--- config.mk ---
export PLATFORM = sky130hd
export DESIGN_NAME = crc_serial_framer
export DESIGN_NICKNAME = d
export VERILOG_FILES = /design/src/rtl/crc_serial_framer.sv
export SDC_FILE = /design/constraint.sdc
export NUM_CORES = 1
export LEC_CHECK = 0
export CAP_MARGIN = 20
export CORE_MARGIN = 5
export CORE_UTILIZATION = 45
export CTS_CLUSTER_DIAMETER = 40
export DETAILED_ROUTE_END_ITERATION = 12
export PLACE_DENSITY = 0.7
export SYNTH_ARGS = -nofsm -noshare
export SYNTH_HDL_FRONTEND = slang
export SYNTH_SLANG_ARGS = --single-unit
--- constraint.sdc ---
create_clock -name CLK -period 3.51 [get_ports CLK]
set_input_delay 0.702 -clock CLK [delete_from_list [all_inputs] [get_ports CLK]]
set_output_delay 0.702 -clock CLK [all_outputs]
set_load 0.01 [all_outputs]
--- src/rtl/crc_serial_framer.sv ---
// Serializes payload words LSB-first toward the serial CRC stage, then merges the
// returned CRC bits behind the payload into a single TX frame and clears the stage.
module crc_serial_framer #(
    parameter int DATA_WD    = 8,
    parameter int CRC_WD     = 8,
    parameter int CRC_LAT    = 1,
    parameter int GAP_CYCLES = 2
) (
    input  logic               CLK,
    input  logic               RST,
    input  logic [DATA_WD-1:0] IN_DATA,
    input  logic               IN_VALID,
    output logic               IN_READY,
    output logic               SER_DATA,
    output logic               SER_ACTIVE,
    input  logic               CRC_IN,
    output logic               CRC_CLR,
    output logic               TX_BIT,
    output logic               TX_VALID,
    output logic               FRAME_DONE
);

    localparam int MAX_DC  = (DATA_WD > CRC_WD) ? DATA_WD : CRC_WD;
    localparam int MAX_DCG = (MAX_DC > GAP_CYCLES) ? MAX_DC : GAP_CYCLES;
    localparam int MAX_ALL = (MAX_DCG > CRC_LAT) ? MAX_DCG : CRC_LAT;
    localparam int CNT_W   = $clog2(MAX_ALL + 1);

    localparam logic [CNT_W-1:0] LAST_BIT  = CNT_W'(DATA_WD - 1);
    localparam logic [CNT_W-1:0] LAST_WAIT = CNT_W'(CRC_LAT - 1);
    localparam logic [CNT_W-1:0] LAST_CRC  = CNT_W'(CRC_WD - 1);
    localparam logic [CNT_W-1:0] LAST_GAP  = CNT_W'(GAP_CYCLES - 1);
    localparam logic [CNT_W-1:0] CNT_ONE   = CNT_W'(1);

    typedef enum logic [2:0] {IDLE, SHIFT, WAIT, CRC, GAP} state_t;

    state_t             state;
    logic [CNT_W-1:0]   bit_cnt;
    logic [CNT_W-1:0]   wait_cnt;
    logic [CNT_W-1:0]   crc_cnt;
    logic [CNT_W-1:0]   gap_cnt;
    logic [DATA_WD-1:0] shreg;

    always_ff @(posedge CLK) begin
        if (RST) begin
            state      <= IDLE;
            bit_cnt    <= '0;
            wait_cnt   <= '0;
            crc_cnt    <= '0;
            gap_cnt    <= '0;
            shreg      <= '0;
            IN_READY   <= 1'b0;
            SER_DATA   <= 1'b0;
            SER_ACTIVE <= 1'b0;
            CRC_CLR    <= 1'b1;
            TX_BIT     <= 1'b0;
            TX_VALID   <= 1'b0;
            FRAME_DONE <= 1'b0;
        end else begin
            CRC_CLR    <= 1'b0;
            FRAME_DONE <= 1'b0;
            case (state)
                IDLE: begin
                    if (IN_READY && IN_VALID) begin
                        // Bit 0 goes out immediately; the register keeps the remaining bits.
                        shreg      <= {1'b0, IN_DATA[DATA_WD-1:1]};
                        SER_DATA   <= IN_DATA[0];
                        TX_BIT     <= IN_DATA[0];
                        SER_ACTIVE <= 1'b1;
                        TX_VALID   <= 1'b1;
                        IN_READY   <= 1'b0;
                        bit_cnt    <= '0;
                        state      <= SHIFT;
                    end else begin
                        IN_READY <= 1'b1;
                    end
                end
                SHIFT: begin
                    if (bit_cnt == LAST_BIT) begin
                        SER_ACTIVE <= 1'b0;
                        SER_DATA   <= 1'b0;
                        if (CRC_LAT == 0) begin
                            TX_BIT   <= CRC_IN;
                            TX_VALID <= 1'b1;
                            crc_cnt  <= '0;
                            state    <= CRC;
                        end else begin
                            TX_BIT   <= 1'b0;
                            TX_VALID <= 1'b0;
                            wait_cnt <= '0;
                            state    <= WAIT;
                        end
                    end else begin
                        bit_cnt  <= bit_cnt + CNT_ONE;
                        SER_DATA <= shreg[0];
                        TX_BIT   <= shreg[0];
                        shreg    <= shreg >> 1;
                    end
                end
                WAIT: begin
                    // The last wait cycle already carries the first CRC bit on CRC_IN.
                    if (wait_cnt == LAST_WAIT) begin
                        TX_BIT   <= CRC_IN;
                        TX_VALID <= 1'b1;
                        crc_cnt  <= '0;
                        state    <= CRC;
                    end else begin
                        wait_cnt <= wait_cnt + CNT_ONE;
                    end
                end
                CRC: begin
                    if (crc_cnt == LAST_CRC) begin
                        TX_BIT     <= 1'b0;
                        TX_VALID   <= 1'b0;
                        CRC_CLR    <= 1'b1;
                        FRAME_DONE <= 1'b1;
                        gap_cnt    <= '0;
                        state      <= GAP;
                    end else begin
                        crc_cnt <= crc_cnt + CNT_ONE;
                        TX_BIT  <= CRC_IN;
                    end
                end
                GAP: begin
                    if (gap_cnt == LAST_GAP) begin
                        IN_READY <= 1'b1;
                        state    <= IDLE;
                    end else begin
                        gap_cnt <= gap_cnt + CNT_ONE;
                    end
                end
                default: state <= IDLE;
            endcase
        end
    end

endmodule

=== After elaboration in Yosys (flattened, before gate mapping) ===
Index checks and enable logic that the tools add are counted.

* $add $sub $neg: 4
* Multiply operators: 0
* Div/mod/pow operators: 0
* Magnitude comparators: 0
* Equality and inequality tests: 16
* Shift-type cells: 0
* Muxes and demuxes: 38
* Bitwise logic cells: 0
* Reductions and logical operators: 19

{| class="wikitable"
|+ Operators by type and width
! operator !! number
|-
| 4-bit 2-to-1 mux || 8
|-
| 4-bit one-hot mux with 2 select lines || 4
|-
| 2-bit != test, second input constant || 9
|-
| 3-bit AND reduction || 6
|-
| 4-bit by 1-bit adder with 4-bit output, second input constant || 4
|-
| 8-bit 2-to-1 mux || 2
|-
| 8-bit one-hot mux with 2 select lines || 1
|-
| 3-bit 2-to-1 mux || 5
|-
| 3-bit one-hot mux with 5 select lines || 1
|-
| 1-bit 2-to-1 mux || 12
|-
| 5-bit AND reduction || 2
|-
| 2-bit nonzero test || 5
|-
| 4-bit by 3-bit equality test with 1-bit output, second input constant || 2
|-
| 1-bit one-hot mux with 4 select lines || 2
|-
| 3-bit by 2-bit equality test with 1-bit output, second input constant || 2
|-
| 1-bit one-hot mux with 2 select lines || 3
|-
| 4-bit by 1-bit equality test with 1-bit output, second input constant || 1
|-
| 4-bit zero test || 1
|-
| 2-bit AND reduction || 2
|-
| 4-bit nonzero test || 1
|-
| 3-bit by 1-bit equality test with 1-bit output, second input constant || 1
|-
| 3-bit equality test, second input constant || 1
|-
| 3-bit zero test || 1
|-
| 1-bit logical AND || 1
|}

* Register bits: 34
* Bits in latches: 0
* RAM bits: 0
* Bits in read-only memories: 0
* Input port bits: 12
* Word-level logic and storage cells: 90
* Memories kept: 0

=== Longest topological paths before layout ===
Gate-level depths: netlist of the first run.

* Depth after elaboration: 3
* Depth in mapped cells: 6
* Mapped depth without buffers: 6

=== Worst setup path before layout of the first run ===
Ideal clock, no wire load.

* Path type: in2reg
* Start point: input port IN_VALID
* End point: register bit_cnt[3]
* Library setup time: 70 ps
* Arrival: 1678 ps
* Slack: 1762 ps
* Stages on the path: 5
* Buffers on the path: 1
* Cells stage by stage: and3b_1 > clkbuf_1 > a22oi_2 > or3_1 > a21boi_1

* Longest elaborated chain between the ends: 3

{| class="wikitable"
|+ Ends and longest elaborated chain
! element !! line !! source
|-
| start, declared || 12 || <nowiki>input logic IN_VALID,</nowiki>
|-
| 1-bit logical AND || 63 || <nowiki>if (IN_READY && IN_VALID) begin</nowiki>
|-
| 2-bit != test (no line) || -- ||
|-
| 3-bit AND reduction (no line) || -- ||
|-
| end signal, assigned || 93 || <nowiki>bit_cnt <= bit_cnt + CNT_ONE;</nowiki>
|-
| end, declared || 37 || <nowiki>logic [CNT_W-1:0] bit_cnt;</nowiki>
|}

No other way between the ends.
A chain may end at the register's enable or synchronous reset.

=== Worst setup path after layout of the first run ===
Ends and elaborated chain as after synthesis.

==> results.md, run 1 <==
* Status: complete, no violations
* Crit path DAT at approximately 2300 ps
* Final critical-path share of the clock period at 58.1%
* Slew Viols, Final at 0
* Share of cells above drive strength 1 at 9.64%
* Worst Hold Class: reg2reg
* Setup violations, final at 0
* Grt ovf at 0
* Avg WL per Cell at about 14 um
* Vias in the first global route at ~1,300
* Final worst path period need at about 2000 ps
* Final GP Congestion at 0.715
* Final hold violations at 0
* Asr flop ratio synth at 0%
* Die ar. at between 5000 and 6000 um2
* Worst slack, placed at 1200 ps
* Post-synth EDFFs at 0
* Post-route ant nets at 0
* Via density at roughly 5.5
* IO Port Bufs at 18
* Setup TNS at 0 ps
* Top-area cell type share of the netlist area at 39.5%
* Worst-path clk slew at roughly 60 ps
* Routed via count at between 1,000 and 1,500
* Core area at approximately 3600 um2
* # Max-Cap Violations at 0
* Worst Max-Slew Pin Slew at about 750 ps
* Relative slew slack at approximately 50%
* Max IR drop VDD at about 0.21 mV
* Final core area utilization at 52.9%
* Synth Warn # at 0
* Final worst setup slack at approximately 1500 ps
* Critical Path RT at between 3000 and 4000 ps
* Post-CTS setup buffers at 0
* F_max at about 0.49 GHz
* DRC violation count after routing at 0
* Die width at about 71 um
* CP startpoint kind: input pin
* Largest net degree at the start of global routing at 21
* Total power at 806 uW
* Top FF cell, synth: dfxtp_1
* Top cells by area, synth: dfxtp_1 39%, nor2_1 4.7%, ha_1 4.5%
* Synth area leader: dfxtp_1
* Ports at 19
* Clk_lat worst skew at 280 ps
* Die H at a little over 70 um
* Synth unique cells at between 40 and 50
* Synth Instances at ~180
* Cts hold-fix bufs at 0
* Clock Path Buffers at 2
* Sink Count at 33
* Seq/Total Area, Yosys at 39.5%
* Post-synth net total at slightly below 200
* Setup Skew at approximately 4.4 ps
* Synth Cell Area at 1670 um2
* Num rows at 22
* Register bit total from synthesis at 33
* Global Route Usage Sum at 14.8%
* Overall routed net length at about 3.5 mm
* First-pass GRT wire length at between 5 and 6 mm
* CTS tree: done
* Top-count cell post-synth: dfxtp_1
* Post-Syn Area per Cell at around 9 um2
* Antenna diodes at 0
* Detailed placer's ending HPWL at around 2.5 mm
* Synth top cells by count: 33 x dfxtp_1, 21 x nor2_1, 18 x nand2_1
* CP Class: in2reg
* NumNets Final at about 220
* Clock root cell: clkbuf_8
* Critical Path Sink Type: flop
* Worst-path maximum fanout at 6
* Initial DRC Count at 53
* Area growth syn-to-layout at 14.9%
* Drt first pass iters at 4
* Clock buffer count from CTS at 5
* Power per cell area at 419 nW/um2
* Post-CTS sizing at 0
* Initial antenna violation count at 0
* RSZ-0062 raised after global routing: false
* Final hold slack at around 470 ps
* Initial Utilization at 46.1%
* P_leak at ~0.00070 uW
* Fillers at 342
* H-tree levels at 2
## metal layers
metal	routed length [um]	part of all wire, %	GRT usage, %	vias to the layer above
met3	190	5.5	5.54	8
met1	1510	43	17.6	630
li1	-	-	-	687
met2	1680	48	23.1	30
met4	99	2.8	7.52	0
met5	0	0	0	-
## registers in the layout, indices dropped and copies added, names as in the netlist
signal,cells
TX_BIT,1
crc_cnt,4
shreg,7
bit_cnt,4
state,3
wait_cnt,4
SER_DATA,1
SER_ACTIVE,1
gap_cnt,4
IN_READY,1
CRC_CLR,1
TX_VALID,1
FRAME_DONE,1
## through the flow
stage	cell area (um2)	cells
final	1920	245
after global routing	1920	245
after CTS	1920	245
after detailed placement	1840	238
after global placement	1840	238
after floorplan	1670	181
## layout by cell type, fill, tap and decap left out, types with 2 or more instances in the layout
| master | n |
|---|---|
| a311oi_1 | 6 |
| inv_1 | 6 |
| nor2_1 | 21 |
| and3b_1 | 4 |
| or3_1 | 6 |
| o22ai_1 | 2 |
| clkbuf_8 | 6 |
| xor2_1 | 4 |
| nor3_1 | 5 |
| nor3b_4 | 2 |
| o21ai_0 | 6 |
| clkdlybuf4s50_1 | 18 |
| dfxtp_1 | 33 |
| nand2_1 | 18 |
| a22oi_1 | 4 |
| a21oi_1 | 13 |
| nand3b_1 | 3 |
| nand3_1 | 4 |
| ha_1 | 6 |
| nor2_8 | 2 |
## cell type report
cell class                      instances  area [um2]  share of cell area [%]
Clock buffer                            7        86.3                    4.49
Inverter                                6        22.5                    1.17
Multi-Input combinational cell        132         906                    47.1
Sequential cell                        33         661                    34.4
Tap cell                               48        60.1                    3.12
Timing Repair Buffer                   19         188                    9.76
## power by group
part | leakage, uW | total (uW) | internal, uW | switching, uW
logic | 0.000391 | 115 | 57.0 | 58.3
clock network | 0.0000443 | 281 | 155 | 125
registers | 0.000269 | 410 | 395 | 15.5
## critical path: stages
cell and delay [ps]:
clkdlybuf4s50_1 500, and3b_1 320, a22oi_2 170, or3_1 390, a21boi_1 160
## path summary, 6_finish.rpt
check	from	endpoint	slack, ps	cells past startpoint
setup reg to reg	state[2]	TX_BIT	1490	4
hold reg to reg	TX_VALID	TX_VALID	470	2
setup / recovery	IN_VALID	bit_cnt[3]	1470	5
hold / removal	TX_VALID	TX_VALID	470	2
## cell families (layout without fill, tap and decap cells)
group / count (synthesis) / in the layout / share of synthesized area (%)
AO/OA/AOI/OAI: 46 / 46 / 20.6
buffers and inverters: 16 / 32 / 6.43
XOR/XNOR: 4 / 4 / 2.09
adder cells (fa/ha/maj): 6 / 6 / 4.48
flip-flops: 33 / 33 / 39.5
AND/OR/NAND/NOR: 75 / 75 / 26.4
multiplexers: 1 / 1 / 0.598
Power figures use the tool's default switching activity.
==> run 2: changes to the inputs <==
==> constraint.sdc (replaced) <==
create_clock -name CLK -period 1.9 [get_ports CLK]
set_input_delay 0.38 -clock CLK [delete_from_list [all_inputs] [get_ports CLK]]
set_output_delay 0.38 -clock CLK [all_outputs]
set_load 0.01 [all_outputs]
==> run 2 against run 1 <==
Effect of this change:
- critical path depth up 1
- clock skew rose by 3.8 ps
- sequential power rose by 85%
- cell count up 4.1%
- setup slack worse by 1400 ps
- wire length rose by 2.7%
- utilization is 2.4 points higher
- sequential share of layout area shrank 1.5 points
- via count rose by 3.0%
- die area is the same
- global-route usage is 0.94 points higher
- final area up 4.5%
- critical path type is now reg2reg
==> results.md, run 2 (synthesis gave the netlist of run 1 again) <==
* CP Class: reg2reg
* First-pass GRT wire length at 6.19 mm (+4.9%)
* Detailed placer's ending HPWL at 2.72 mm (+7.2%)
* Hold Crit Depth at 2 (unchanged)
* Core area at 3630 um2 (unchanged)
* Initial antenna violation count at 0 (unchanged)
* Leading cell type in the layout, fill and taps excluded: dfxtp_1
* Die H at 71.0 um (unchanged)
* Vias in the first global route at 1,319 (-0.98%)
* Worst Max-Slew Pin Slew at 445 ps (-306 ps)
* Critical Path Sink Type: flop
* Fillers at 361 (+5.6%)
* Power per cell area at 755 nW/um2 (+80%)
* Final core area utilization at 55.3% (+2.4 points)
* Worst-path clk slew at 70 ps (about the same)
* Die ar. at 5040 um2 (unchanged)
* Grt ovf at 0 (unchanged)
* Commonest non-fill, non-tap cells in the layout: 33 x dfxtp_1, 21 x nor2_1, 18 x nand2_1, 18 x clkdlybuf4s50_1, 13 x a21oi_1
* Drt first pass iters at 4 (unchanged)
* Biggest register: shreg
* Final GP Congestion at 0.812 (+14%)
* Final critical-path share of the clock period at a little over nine tenths
* Sink Count at 33 (unchanged)
* Status: complete, no violations
* Max IR drop VDD at 0.282 mV (+34%)
* CP startpoint kind: flop
* Clock buffer count from CTS at 5 (unchanged)
* Setup violations, final at 0 (unchanged)
* RSZ-0062 raised after global routing: false
* Setup TNS at 0 ps (unchanged)
* Die width at 71.0 um (unchanged)
* Clk_lat worst skew at 280 ps (about the same)
* H-tree levels at 2 (unchanged)
* DRC violation count after routing at 0 (unchanged)
* Setup Skew at 8.22 ps (+3.81 ps)
* Initial Utilization at 46.1% (unchanged)
* Area growth syn-to-layout at 20.0%
* Final worst path period need at 1810 ps
* CTS tree: done
* # Max-Cap Violations at 0 (unchanged)
* Crit path DAT at 2020 ps (-230 ps)
* Post-CTS setup buffers at 0 (unchanged)
* Slew Viols, Final at 0 (unchanged)
* Avg WL per Cell at 14.0 um (-1.3%)
* Clock root cell: clkbuf_8
* Placed Area at 1910 um2 (+4.1%)
* Global Route Usage Sum at 15.7% (+0.94 points)
* Reg2reg path depth at 6 (+2)
* Post-route ant nets at 0 (unchanged)
* Num rows at 22 (unchanged)
* IO Port Bufs at 18 (unchanged)
* Worst Hold Class: reg2reg
* Cell area after layout at 2010 um2 (+4.5%)
* Antenna diodes at 0 (unchanged)
* Clock Path Buffers at 2 (unchanged)
* Largest net degree at the start of global routing at 15 (-29%)
* P_leak at 0.000754 uW (+7.1%)
* Initial DRC Count at 72 (+36%)
* Worst-path maximum fanout at 4 (-2)
* Overall routed net length at 3.57 mm (+2.7%)
* Routed via count at 1,395 (+3.0%)
* Final hold violations at 0 (unchanged)
* Relative slew slack at 70.3% (+20 points)
* Share of cells above drive strength 1 at 14.0% (+4.4 points)
* Via density at 5.47 (-1.1%)
* NumNets Final at 225 (+4.7%)
* Critical Path RT at 2120 ps (-1600 ps)
* Ports at 19 (unchanged)
* Max reg flops at 7 (unchanged)
* F_max at ~0.55 GHz
* Total power at 1520 uW (+88%)
[run 2: cell types whose count changed in the layout (fill, tap and decap cells not counted)]
| cell | delta |
|---|---|
| o21ai_1 | +1 |
| a32oi_2 | -1 |
| buf_4 | +10 |
| a32oi_4 | +1 |
| o21ai_0 | -1 |
[run 2: repair_timing]
item,CTS,global route
gates resized for setup,0,2
endpoints found under the setup margin,0,4
hold buffers,0,0
[run 2: area by class of cell]
class	count	area, um2	area share (%)
multi-input cells	132	917	45.6
flip-flops and latches	33	661	32.9
repair buffers	29	263	13.1
clock buffers	7	86.3	4.30
well taps	48	60.1	2.99
inverters	6	22.5	1.12
[run 2: routing by layer]
layer	part of all wire (%)	track usage, %
met5	0	0
met1	47	19.1
met4	2.4	8.14
met3	3.9	5.11
met2	46	24.6
[run 2: stage by stage]
step,setup WS (ps),hold WS [ps],instances
after CTS,57.8,483,255
after global placement,91.0,464,248
after global routing,5.38,509,255
final,94.3,480,255
after floorplan,188,453,181
after detailed placement,70.9,470,248
[run 2: path summary, 6_finish.rpt]
kind | from | to | slack [ps]
max | wait_cnt[0] | TX_VALID | 90
min | shreg[5] | shreg[4] | 480
max reg2reg | wait_cnt[0] | TX_VALID | 90
min reg2reg | shreg[5] | shreg[4] | 480
[run 2: report_power, final]
group          switching (uW)  leakage [uW]  internal, uW
Clock                     238     0.0000443           287
Sequential               27.6      0.000269           729
Combinational             114      0.000441           122
[run 2: worst max-delay path: stages (launching register included)]
cell and delay, ps:
dfxtp_1 350, inv_1 70, ha_1 150, or3b_4 400, a221o_1 340, or3_1 310
a21oi_1 120
==> run 3: changes to the inputs <==
--- a/config.mk
+++ b/config.mk
@@ -5,7 +5,6 @@
 export SDC_FILE = /design/constraint.sdc
 export NUM_CORES = 1
 export LEC_CHECK = 0
-export CAP_MARGIN = 20
 export CORE_MARGIN = 5
 export CORE_UTILIZATION = 45
 export CTS_CLUSTER_DIAMETER = 40
==> results of run 3 <==
No change in the layout: final DEF, timing and power equal those of run 2.
